[src/rtl/lpf_cfg_if.sv]
// Register bus between a configuration master and the low-pass-filter config controller.
// Write path is flow-controlled by wr_ready; reads always complete one cycle after rd_en.
interface lpf_cfg_if;
    logic        wr_en;
    logic [3:0]  wr_addr;
    logic [15:0] wr_data;
    logic        wr_ready;
    logic        rd_en;
    logic [3:0]  rd_addr;
    logic [15:0] rd_data;
    logic        rd_valid;

    modport master (
        output wr_en, wr_addr, wr_data, rd_en, rd_addr,
        input  wr_ready, rd_data, rd_valid
    );

    modport slave (
        input  wr_en, wr_addr, wr_data, rd_en, rd_addr,
        output wr_ready, rd_data, rd_valid
    );
endinterface

[src/rtl/lpf_cfg_ctrl.sv]
// Threshold configuration controller for NCH low-pass filter channels: shadow/active registers,
// a commit FSM that waits for each channel to go quiescent before applying and flushing it.
module lpf_cfg_ctrl #(
    parameter int NCH = 4,
    parameter int TW  = 14
) (
    input  logic              clk,
    input  logic              reset,
    lpf_cfg_if.slave          bus,
    input  logic [NCH-1:0]    sig_raw,
    input  logic [NCH-1:0]    sig_filt,
    output logic [NCH*TW-1:0] lpf_threshold,
    output logic [NCH-1:0]    lpf_reset,
    output logic              busy
);

    localparam int         CW          = (NCH > 1) ? $clog2(NCH) : 1;
    localparam logic [3:0] ADDR_MASK   = 4'd8;
    localparam logic [3:0] ADDR_STATUS = 4'd9;
    localparam logic [3:0] ADDR_CNT    = 4'd10;
    localparam logic [9:0] WAIT_LAST   = 10'd1023;

    typedef enum logic [2:0] {IDLE, SELECT, WAIT_STABLE, APPLY, FLUSH} state_t;

    state_t          state_q, state_d;
    logic [TW-1:0]   shadow_q [NCH];
    logic [TW-1:0]   active_q [NCH];
    logic [15:0]     cnt_q    [NCH];
    logic [NCH-1:0]  mask_q;
    logic [NCH-1:0]  filt_q;
    logic [NCH-1:0]  filt_chg;
    logic [CW-1:0]   chan_q;
    logic [CW-1:0]   low_idx;
    logic [CW-1:0]   rd_cidx;
    logic [1:0]      stab_q;
    logic [9:0]      wait_q;
    logic            flush_q;
    logic            timeout_q;
    logic            idle, wr_ok, commit_go;
    logic            chan_eq, stable_done, timed_out;
    logic            cnt_addr_hit, rd_cnt_hit;
    logic [15:0]     rd_mux;
    logic            unused_wr_bits;

    assign idle         = (state_q == IDLE);
    assign bus.wr_ready = idle;
    assign busy         = ~idle;
    assign wr_ok        = bus.wr_en && idle;
    assign commit_go    = wr_ok && (bus.wr_addr == ADDR_MASK) && (bus.wr_data[NCH-1:0] != '0);

    assign chan_eq      = (sig_raw[chan_q] == sig_filt[chan_q]);
    assign stable_done  = chan_eq && (stab_q == 2'd3);
    assign timed_out    = (wait_q == WAIT_LAST) && !stable_done;

    assign filt_chg     = (sig_filt ^ filt_q) & ~lpf_reset;
    assign cnt_addr_hit = (bus.rd_addr >= ADDR_CNT) && ({1'b0, bus.rd_addr} < 5'(10 + NCH));
    assign rd_cnt_hit   = bus.rd_en && cnt_addr_hit;
    assign rd_cidx      = CW'(bus.rd_addr - ADDR_CNT);

    // Upper write-data bits beyond TW/NCH carry no state.
    assign unused_wr_bits = ^bus.wr_data;

    // NOTE: every variable assigned in always_comb gets a default first, so no latch can be inferred.
    always_comb begin
        low_idx = '0;
        for (int i = NCH - 1; i >= 0; i--) begin
            if (mask_q[i]) low_idx = CW'(i);
        end
    end

    always_comb begin
        lpf_threshold = '0;
        for (int c = 0; c < NCH; c++) lpf_threshold[c*TW +: TW] = active_q[c];
    end

    // NOTE: sequential state is only ever updated with non-blocking assignments.
    always_ff @(posedge clk) begin
        if (reset) state_q <= IDLE;
        else       state_q <= state_d;
    end

    always_comb begin
        state_d = state_q;
        case (state_q)
            IDLE:        if (commit_go) state_d = SELECT;
            SELECT:      state_d = (mask_q == '0) ? IDLE : WAIT_STABLE;
            WAIT_STABLE: if (stable_done || timed_out) state_d = APPLY;
            APPLY:       state_d = FLUSH;
            FLUSH:       if (flush_q) state_d = SELECT;
            default:     state_d = IDLE;
        endcase
    end

    // NOTE: the small shadow/active arrays are reset explicitly because zero is a defined bypass value.
    always_ff @(posedge clk) begin
        if (reset) begin
            for (int c = 0; c < NCH; c++) begin
                shadow_q[c] <= '0;
                active_q[c] <= '0;
            end
            mask_q    <= '0;
            chan_q    <= '0;
            stab_q    <= '0;
            wait_q    <= '0;
            flush_q   <= 1'b0;
            timeout_q <= 1'b0;
            lpf_reset <= '1;
        end else begin
            lpf_reset <= (state_d == FLUSH) ? (NCH'(1) << chan_q) : '0;
            if (wr_ok && (bus.wr_addr < 4'(NCH)))
                shadow_q[bus.wr_addr[CW-1:0]] <= bus.wr_data[TW-1:0];
            if (commit_go) begin
                mask_q    <= bus.wr_data[NCH-1:0];
                timeout_q <= 1'b0;
            end
            case (state_q)
                SELECT: if (mask_q != '0) begin
                    chan_q          <= low_idx;
                    mask_q[low_idx] <= 1'b0;
                    stab_q          <= '0;
                    wait_q          <= '0;
                end
                WAIT_STABLE: begin
                    stab_q <= chan_eq ? stab_q + 2'd1 : 2'd0;
                    wait_q <= wait_q + 10'd1;
                    if (timed_out) timeout_q <= 1'b1;
                end
                APPLY: begin
                    active_q[chan_q] <= shadow_q[chan_q];
                    flush_q          <= 1'b0;
                end
                FLUSH:   flush_q <= 1'b1;
                default: ;
            endcase
        end
    end

    // Previous filter output for edge detection; value during reset is irrelevant since
    // lpf_reset masks counting in the first cycle afterwards.
    always_ff @(posedge clk) filt_q <= sig_filt;

    // A read clears the counter but keeps an increment that lands in the same cycle.
    always_ff @(posedge clk) begin
        if (reset) begin
            for (int c = 0; c < NCH; c++) cnt_q[c] <= '0;
        end else begin
            for (int c = 0; c < NCH; c++) begin
                if (rd_cnt_hit && (rd_cidx == CW'(c)))
                    cnt_q[c] <= {15'd0, filt_chg[c]};
                else if (filt_chg[c] && (cnt_q[c] != 16'hFFFF))
                    cnt_q[c] <= cnt_q[c] + 16'd1;
            end
        end
    end

    always_comb begin
        rd_mux = '0;
        if (bus.rd_addr < 4'(NCH))
            rd_mux[TW-1:0] = shadow_q[bus.rd_addr[CW-1:0]];
        else if (bus.rd_addr == ADDR_STATUS)
            rd_mux = {4'd0, 4'(chan_q), 6'd0, timeout_q, busy};
        else if (cnt_addr_hit)
            rd_mux = cnt_q[rd_cidx];
    end

    always_ff @(posedge clk) begin
        if (reset) begin
            bus.rd_valid <= 1'b0;
            bus.rd_data  <= '0;
        end else begin
            bus.rd_valid <= bus.rd_en;
            bus.rd_data  <= bus.rd_en ? rd_mux : 16'd0;
        end
    end

endmodule
[src/flat_wrapper.sv]
// flat-port wrapper written by rule: the top's interface ports become plain ports
module lpf_cfg_ctrl_flat 
#(
    parameter int NCH = 4,
    parameter int TW  = 14
)
  (clk, reset, sig_raw, sig_filt, lpf_threshold, lpf_reset, busy, bus_wr_en, bus_wr_addr, bus_wr_data, bus_rd_en, bus_rd_addr, bus_wr_ready, bus_rd_data, bus_rd_valid);
  lpf_cfg_if bus_i ();
  input  logic clk;
  input  logic reset;
  input  logic [NCH-1:0] sig_raw;
  input  logic [NCH-1:0] sig_filt;
  output logic [NCH*TW-1:0] lpf_threshold;
  output logic [NCH-1:0] lpf_reset;
  output logic busy;
  input wire logic [$bits(bus_i.wr_en)-1:0] bus_wr_en;
  input wire logic [$bits(bus_i.wr_addr)-1:0] bus_wr_addr;
  input wire logic [$bits(bus_i.wr_data)-1:0] bus_wr_data;
  input wire logic [$bits(bus_i.rd_en)-1:0] bus_rd_en;
  input wire logic [$bits(bus_i.rd_addr)-1:0] bus_rd_addr;
  output wire logic [$bits(bus_i.wr_ready)-1:0] bus_wr_ready;
  output wire logic [$bits(bus_i.rd_data)-1:0] bus_rd_data;
  output wire logic [$bits(bus_i.rd_valid)-1:0] bus_rd_valid;
  assign bus_i.wr_en = bus_wr_en;
  assign bus_i.wr_addr = bus_wr_addr;
  assign bus_i.wr_data = bus_wr_data;
  assign bus_i.rd_en = bus_rd_en;
  assign bus_i.rd_addr = bus_rd_addr;
  assign bus_wr_ready = bus_i.wr_ready;
  assign bus_rd_data = bus_i.rd_data;
  assign bus_rd_valid = bus_i.rd_valid;
  lpf_cfg_ctrl #(.NCH(NCH), .TW(TW)) u_core (.clk(clk), .reset(reset), .bus(bus_i), .sig_raw(sig_raw), .sig_filt(sig_filt), .lpf_threshold(lpf_threshold), .lpf_reset(lpf_reset), .busy(busy));
endmodule
[config.mk]
export PLATFORM = sky130hd
export DESIGN_NAME = lpf_cfg_ctrl_flat
export DESIGN_NICKNAME = d
export VERILOG_FILES = /design/src/rtl/lpf_cfg_if.sv /design/src/rtl/lpf_cfg_ctrl.sv /design/src/flat_wrapper.sv
export SDC_FILE = /design/constraint.sdc
export NUM_CORES = 1
export LEC_CHECK = 0
export CAP_MARGIN = 20
export CORE_MARGIN = 5
export CORE_UTILIZATION = 56
export DETAILED_ROUTE_END_ITERATION = 7
export PLACE_DENSITY = 0.79
export SLEW_MARGIN = 5
export SYNTH_ARGS = -nofsm -noshare
export SYNTH_HDL_FRONTEND = slang
export SYNTH_SLANG_ARGS = --single-unit
[constraint.sdc]
create_clock -name clk -period 3.95 [get_ports clk]
set_input_delay 0.79 -clock clk [delete_from_list [all_inputs] [get_ports clk]]
set_output_delay 0.79 -clock clk [all_outputs]
set_load 0.02 [all_outputs]
==> run_results.csv, run 1 <==
group,metric,value,unit
place,place_inst,1254,
timing,setup_slack,1.28,ns
clocking,htreeDepth,1,
yosys,synth.distinct_cells,75,
yosys,synthesis.nets,944,
clocking,hold_buffers,0,
yosys,synth.avg_cell_area,12.1,um2
detailed_routing,wl_per_cell,20.0,um
die,die_area,22400,um2
timing,min_period_over_period,67.5,%
detailed_routing,vias,7694,
setup_path,cp-startpoint,"u_core.state_q[1]",
power,finalPower,5260,uW
detailed_routing,ant_nets,0,
layout,area_growth,19.3,%
timing,slew_headroom,41.8,%
clocking,numCtsBuffers,23,
yosys,synth.area.top_cells,"edfxtp_1, dfxtp_1, mux4_2",
timing,fmax,375,MHz
timing,slew_violations,0,
timing,clock_skew,0.0120,ns
setup_path,worstReg2RegStart,"u_core.cnt_q[0][0]",
yosys,synth_cells,902,
worst_hold_path,hp-class,"flip-flop to flip-flop",
timing,period_needed,2.67,ns
clocking,cts_tree,"built",
global_routing,grt_pass1_wl,39900,um
layout,fin_util,67.4,%
setup_path,cp.required,3.16,ns
die,core,19300,um2
timing,rsz0062_at_grt,"false",
timing,hold_viol,0,
place,io_buffer_count,112,
place,gp_congestion,0.914,
layout,nets,1057,
layout,finalNonFillerCells,1297,
die,num_rows,51,
detailed_routing,drt-vias-per-instance,5.93,
worst_hold_path,worstHoldStart,"u_core.stab_q[1]",
layout,drive_gt1_share,11.2,%
yosys,syn-cell-area,10900,um2
power,leakage,0.00464,uW
yosys,yosysMostFrequentCell,"edfxtp_1",
detailed_routing,drt_iter0_drc,791,
detailed_routing,drt_wl_total,25900,um
global_routing,antenna_found_initial,0,
global_routing,grt_max_degree,36,
global_routing,grtUsageTotal,23.0,%
power,peakVddDrop,0.275,mV
global_routing,overflow,0,
yosys,yosysWarningCount,0,
yosys,synthTopCellsByCount,"edfxtp_1, nor2_1, and2_1",
yosys,synth_edf_count,176,
global_routing,grt_pass1_vias,7048,
die,io_pins,115,
timing,final.setup.tns,0,ns
yosys,synth_area_leader_cell,"edfxtp_1",
detailed_routing,firstDrtPassIters,5,
setup_path,startpoint_type,"flip-flop",
timing,finalSetupViolations,0,
place,dp_slack,0.823,ns
yosys,synth_top_cell_area_share,48.4,%
place,place_hpwl,18100,um
yosys,async_reset_ff_share,0,%
layout,antenna_cells,0,
setup_path,critPathKind,"flip-flop to primary output",
clocking,clock_path_buffers,3,
yosys,seq_area_frac_synth,57.5,%
clocking,cts_setup_buffers,0,
clocking,clk_latency,0.52,ns
setup_path,cp-end-kind,"primary output",
die,dieWidth,150,um
flow_run,drv_cap,0,
run_status,outcome,"finished clean",
yosys,synth.ff_latch_count,226,
clocking,clk_pin_slew,0.06,ns
die,die_y,150,um
die,start_util,56.5,%
timing,worst_pin_slew,0.871,ns
setup_path,critPathMaxFanout,9,
yosys,synth_flop_cell,"edfxtp_1",
clocking,clock_sinks,226,
power,cellPowerDensity,403,nW/um2
clocking,cts_resized,0,
clocking,clock-root-buffer,"clkbuf_16",
detailed_routing,drc,0,
setup_path,worstPathArrival,1.88,ns
==> worst max-delay path, cell delays in order (launching register included) <==
cell and delay [ns]:
dfxtp_1 0.51, nor3_4 0.09, inv_2 0.13, clkdlybuf4s50_1 0.62
==> final cells by class <==
cell class / count / area (um2)
flip-flops and latches: 226 / 6290
clock inverters: 9 / 61.3
fillers: 1379 / 6300
inverters: 54 / 203
well taps: 265 / 332
repair buffers: 128 / 1270
multi-input cells: 582 / 4250
clock buffers: 33 / 633
==> registers in the layout, summed over array words and instances, names as in the netlist, named ones only <==
register	flops
u_core.cnt_q	64
u_core.active_q	56
u_core.shadow_q	56
u_core.bus.rd_data	16
u_core.wait_q	10
u_core.filt_q	4
u_core.lpf_reset	4
u_core.mask_q	4
u_core.state_q	3
u_core.chan_q	2
u_core.stab_q	2
u_core.bus.rd_valid	1
u_core.flush_q	1
u_core.timeout_q	1
==> per-layer routing <==
metal	share of wire, %	vias up	track usage, %
met3	9.9	46	4.30
met5	0	-	0
met1	42	3704	34.1
met2	46	394	35.4
li1	-	3550	-
met4	2.1	0	5.86
==> power breakdown <==
group / switching, uW / total, uW / leakage, uW / internal (uW)
logic: 240 / 447 / 0.00206 / 207
clock network: 907 / 2030 / 0.000344 / 1120
registers: 108 / 2780 / 0.00224 / 2670
total: 1250 / 5260 / 0.00464 / 4000
==> cells in the final DEF (no fill, tap or decap), types with 14 or more instances in the layout <==
cell / synthesis / routed
inv_1: 53 / 53
nand3_1: 30 / 30
edfxtp_1: 176 / 176
a21oi_1: 21 / 21
dfxtp_1: 50 / 50
xnor2_1: 35 / 35
clkdlybuf4s50_1: 0 / 111
nor3_1: 15 / 15
and2_1: 58 / 58
nand2_1: 47 / 47
clkbuf_16: 0 / 23
xor2_1: 23 / 23
buf_4: 5 / 14
mux4_2: 42 / 42
nor2_1: 124 / 124
nand4_1: 20 / 20
==> metrics by stage <==
stage	hold slack (ns)	area, um2
after floorplan	0.436	10900
after global placement	0.461	12300
after detailed placement	0.467	12300
after CTS	0.485	13000
after global routing	0.517	13000
final	0.486	13000
==> logic make-up (layout without fill, tap and decap cells) <==
| kind of cell | after synthesis | in the layout | synth area share (%) |
|---|---|---|---|
| adder cells (fa/ha/maj) | 6 | 6 | 0.687 |
| multiplexers | 53 | 53 | 9.73 |
| XOR/XNOR | 58 | 58 | 4.65 |
| AND/OR/NAND/NOR | 368 | 368 | 17.7 |
| flip-flops | 226 | 226 | 57.5 |
| buffers and inverters | 94 | 224 | 3.61 |
| AO/OA/AOI/OAI | 97 | 97 | 6.15 |
==> worst paths after layout <==
| kind | end | slack [ns] | cells past startpoint |
|---|---|---|---|
| worst max-delay path | busy | 1.28 | 3 |
| worst min-delay path | u_core.stab_q[1] | 0.49 | 1 |
| worst max register to register | u_core.cnt_q[0][2] | 1.30 | 5 |
| worst min register to register | u_core.stab_q[1] | 0.49 | 1 |
Power figures use the tool's default switching activity.
==> inputs of run 2 (changes only) <==
==> constraint.sdc (replaced) <==
create_clock -name clk -period 2.5 [get_ports clk]
set_input_delay 0.5 -clock clk [delete_from_list [all_inputs] [get_ports clk]]
set_output_delay 0.5 -clock clk [all_outputs]
set_load 0.02 [all_outputs]
==> run 2 against run 1 <==
First-iteration DRC count shrank 6.7%. Register-to-register slack got worse by 1.0 ns. Critical endpoint unchanged. Highest routed layer unchanged. Critical path depth unchanged. Routed wire length rose by 3.7%. Sequential share of layout area fell by 1.7 points. Core utilization increased by 2.5 points. Setup slack got worse by 1.2 ns. Total power grew 63%.
==> run_results.csv, run 2 (same netlist as run 1, synthesis figures left out) <==
group,metric,value,unit
global_routing,grtUsageTotal,24.2,%
timing,setup_slack,0.0980,ns
power,switchingPower,1980,uW
setup_path,cp-startpoint,"u_core.state_q[1]",
global_routing,antenna_found_initial,0,
die,num_rows,51,
flow_run,drv_cap,0,
timing,slew_violations,0,
clocking,cts_tree,"built",
die,die_area,22400,um2
detailed_routing,ant_nets,0,
setup_path,critPathKind,"flip-flop to primary output",
run_status,outcome,"finished clean",
timing,period_needed,2.40,ns
setup_path,startpoint_type,"flip-flop",
timing,worst_pin_slew,0.704,ns
layout,regMostFlops,"u_core.cnt_q",
clocking,hold_buffers,0,
layout,seqCellArea,6290,um2
clocking,clk_pin_slew,0.06,ns
clocking,clk_latency,0.52,ns
global_routing,overflow,0,
setup_path,worstPathArrival,1.90,ns
clocking,clock_sinks,226,
timing,final.setup.tns,0,ns
timing,clock_skew,0.00820,ns
die,io_pins,115,
layout,post-route-cell-area,13500,um2
setup_path,cp-end-kind,"primary output",
place,gp_congestion,0.912,
power,pwr-share-clk,39.6,%
layout,drive_gt1_share,15.6,%
power,peakVddDrop,0.440,mV
detailed_routing,vias,7949,
power,leakage,0.00492,uW
clocking,cts_resized,0,
clocking,clock_path_buffers,3,
power,p_int,6560,uW
die,dieWidth,150,um
detailed_routing,wl_per_cell,19.9,um
layout,final_cell_mix,"edfxtp_1, nor2_1, clkdlybuf4s50_1, buf_4, and2_1",
setup_path,critPathMaxFanout,9,
global_routing,grt_pass1_wl,42100,um
die,start_util,56.5,%
detailed_routing,drt_iter0_drc,738,
place,place_hpwl,19200,um
power,cellPowerDensity,632,nW/um2
global_routing,grt_pass1_vias,7677,
setup_path,worstReg2RegStart,"u_core.state_q[0]",
timing,hold_viol,0,
detailed_routing,drt-vias-per-instance,5.88,
die,core,19300,um2
layout,largest_reg_flops,64,
setup_path,cp.required,2.00,ns
clocking,clock-root-buffer,"clkbuf_16",
timing,fmax,416,MHz
place,place_area,12800,um2
layout,nets,1110,
layout,antenna_cells,0,
detailed_routing,drt_wl_total,26800,um
layout,multi_input_area,4260,um2
layout,area_growth,23.7,%
power,comb_power_share,9.0,%
timing,rsz0062_at_grt,"false",
layout,final_common_cell,"edfxtp_1",
power,pwr-share-seq,51.3,%
power,sw_frac_of_total,23.2,%
worst_hold_path,worstHoldStart,"bus_rd_addr[0]",
layout,fillers,1334,
place,dp_slack,-0.276,ns
detailed_routing,drc,0,
timing,slew_headroom,53.1,%
die,die_y,150,um
clocking,numCtsBuffers,24,
clocking,htreeDepth,1,
timing,finalSetupViolations,0,
clocking,cts_setup_buffers,0,
place,io_buffer_count,112,
layout,largestRegisters,"u_core.cnt_q x64, u_core.active_q x56, u_core.shadow_q x56",
global_routing,grt_max_degree,24,
timing,min_period_over_period,96.1,%
detailed_routing,firstDrtPassIters,5,
worst_hold_path,hp-class,"input port to flip-flop",
layout,fin_util,69.9,%
==> run 2: final timing paths <==
check / endpoint / depth (start not counted) / slack (ns)
setup reg to reg: u_core.shadow_q[2][0] / 6 / 0.29
setup / recovery: busy / 3 / 0.1
hold / removal: u_core.cnt_q[1][0] / 3 / 0.45
hold reg to reg: u_core.stab_q[1] / 1 / 0.49
==> run 2: per-stage QoR <==
stage / hold slack [ns] / power (uW) / std cells
after floorplan: 0.436 / 4830 / 902
after global placement: 0.463 / 5200 / 1306
after CTS: 0.435 / 8580 / 1350
after detailed placement: 0.470 / 5220 / 1306
after global routing: 0.446 / 8820 / 1351
final: 0.447 / 8550 / 1351
==> run 2: power groups by stage <==
| stage | Clock (uW) | Sequential, uW | Combinational [uW] |
|---|---|---|---|
| 2_1_floorplan | 0 | 4460 | 371 |
| 3_3_place_gp | 0 | 4450 | 752 |
| 3_5_place_dp | 0 | 4460 | 765 |
| 4_1_cts | 3430 | 4380 | 770 |
| 5_1_grt | 3590 | 4400 | 827 |
| 6_report | 3390 | 4390 | 770 |
==> run 2: layer usage <==
metal | share of wire [%] | vias up | track usage [%]
met2 | 47 | 376 | 39.0
met3 | 10 | 49 | 5.39
met1 | 41 | 3881 | 33.7
li1 | - | 3643 | -
met5 | 0 | - | 0
met4 | 2.3 | 0 | 6.59
==> run 2: area by class of cell <==
class | count | share of cell area [%]
flip-flops and latches | 226 | 46.5
multi-input cells | 582 | 31.5
inverters | 54 | 1.50
well taps | 265 | 2.45
repair buffers | 180 | 12.4
clock inverters | 5 | 0.278
clock buffers | 39 | 5.32
==> run 2: critical path: stages, from the launching register on <==
cell and delay (ns):
dfxtp_1 0.52, nor3_4 0.09, inv_2 0.14, clkdlybuf4s50_1 0.62
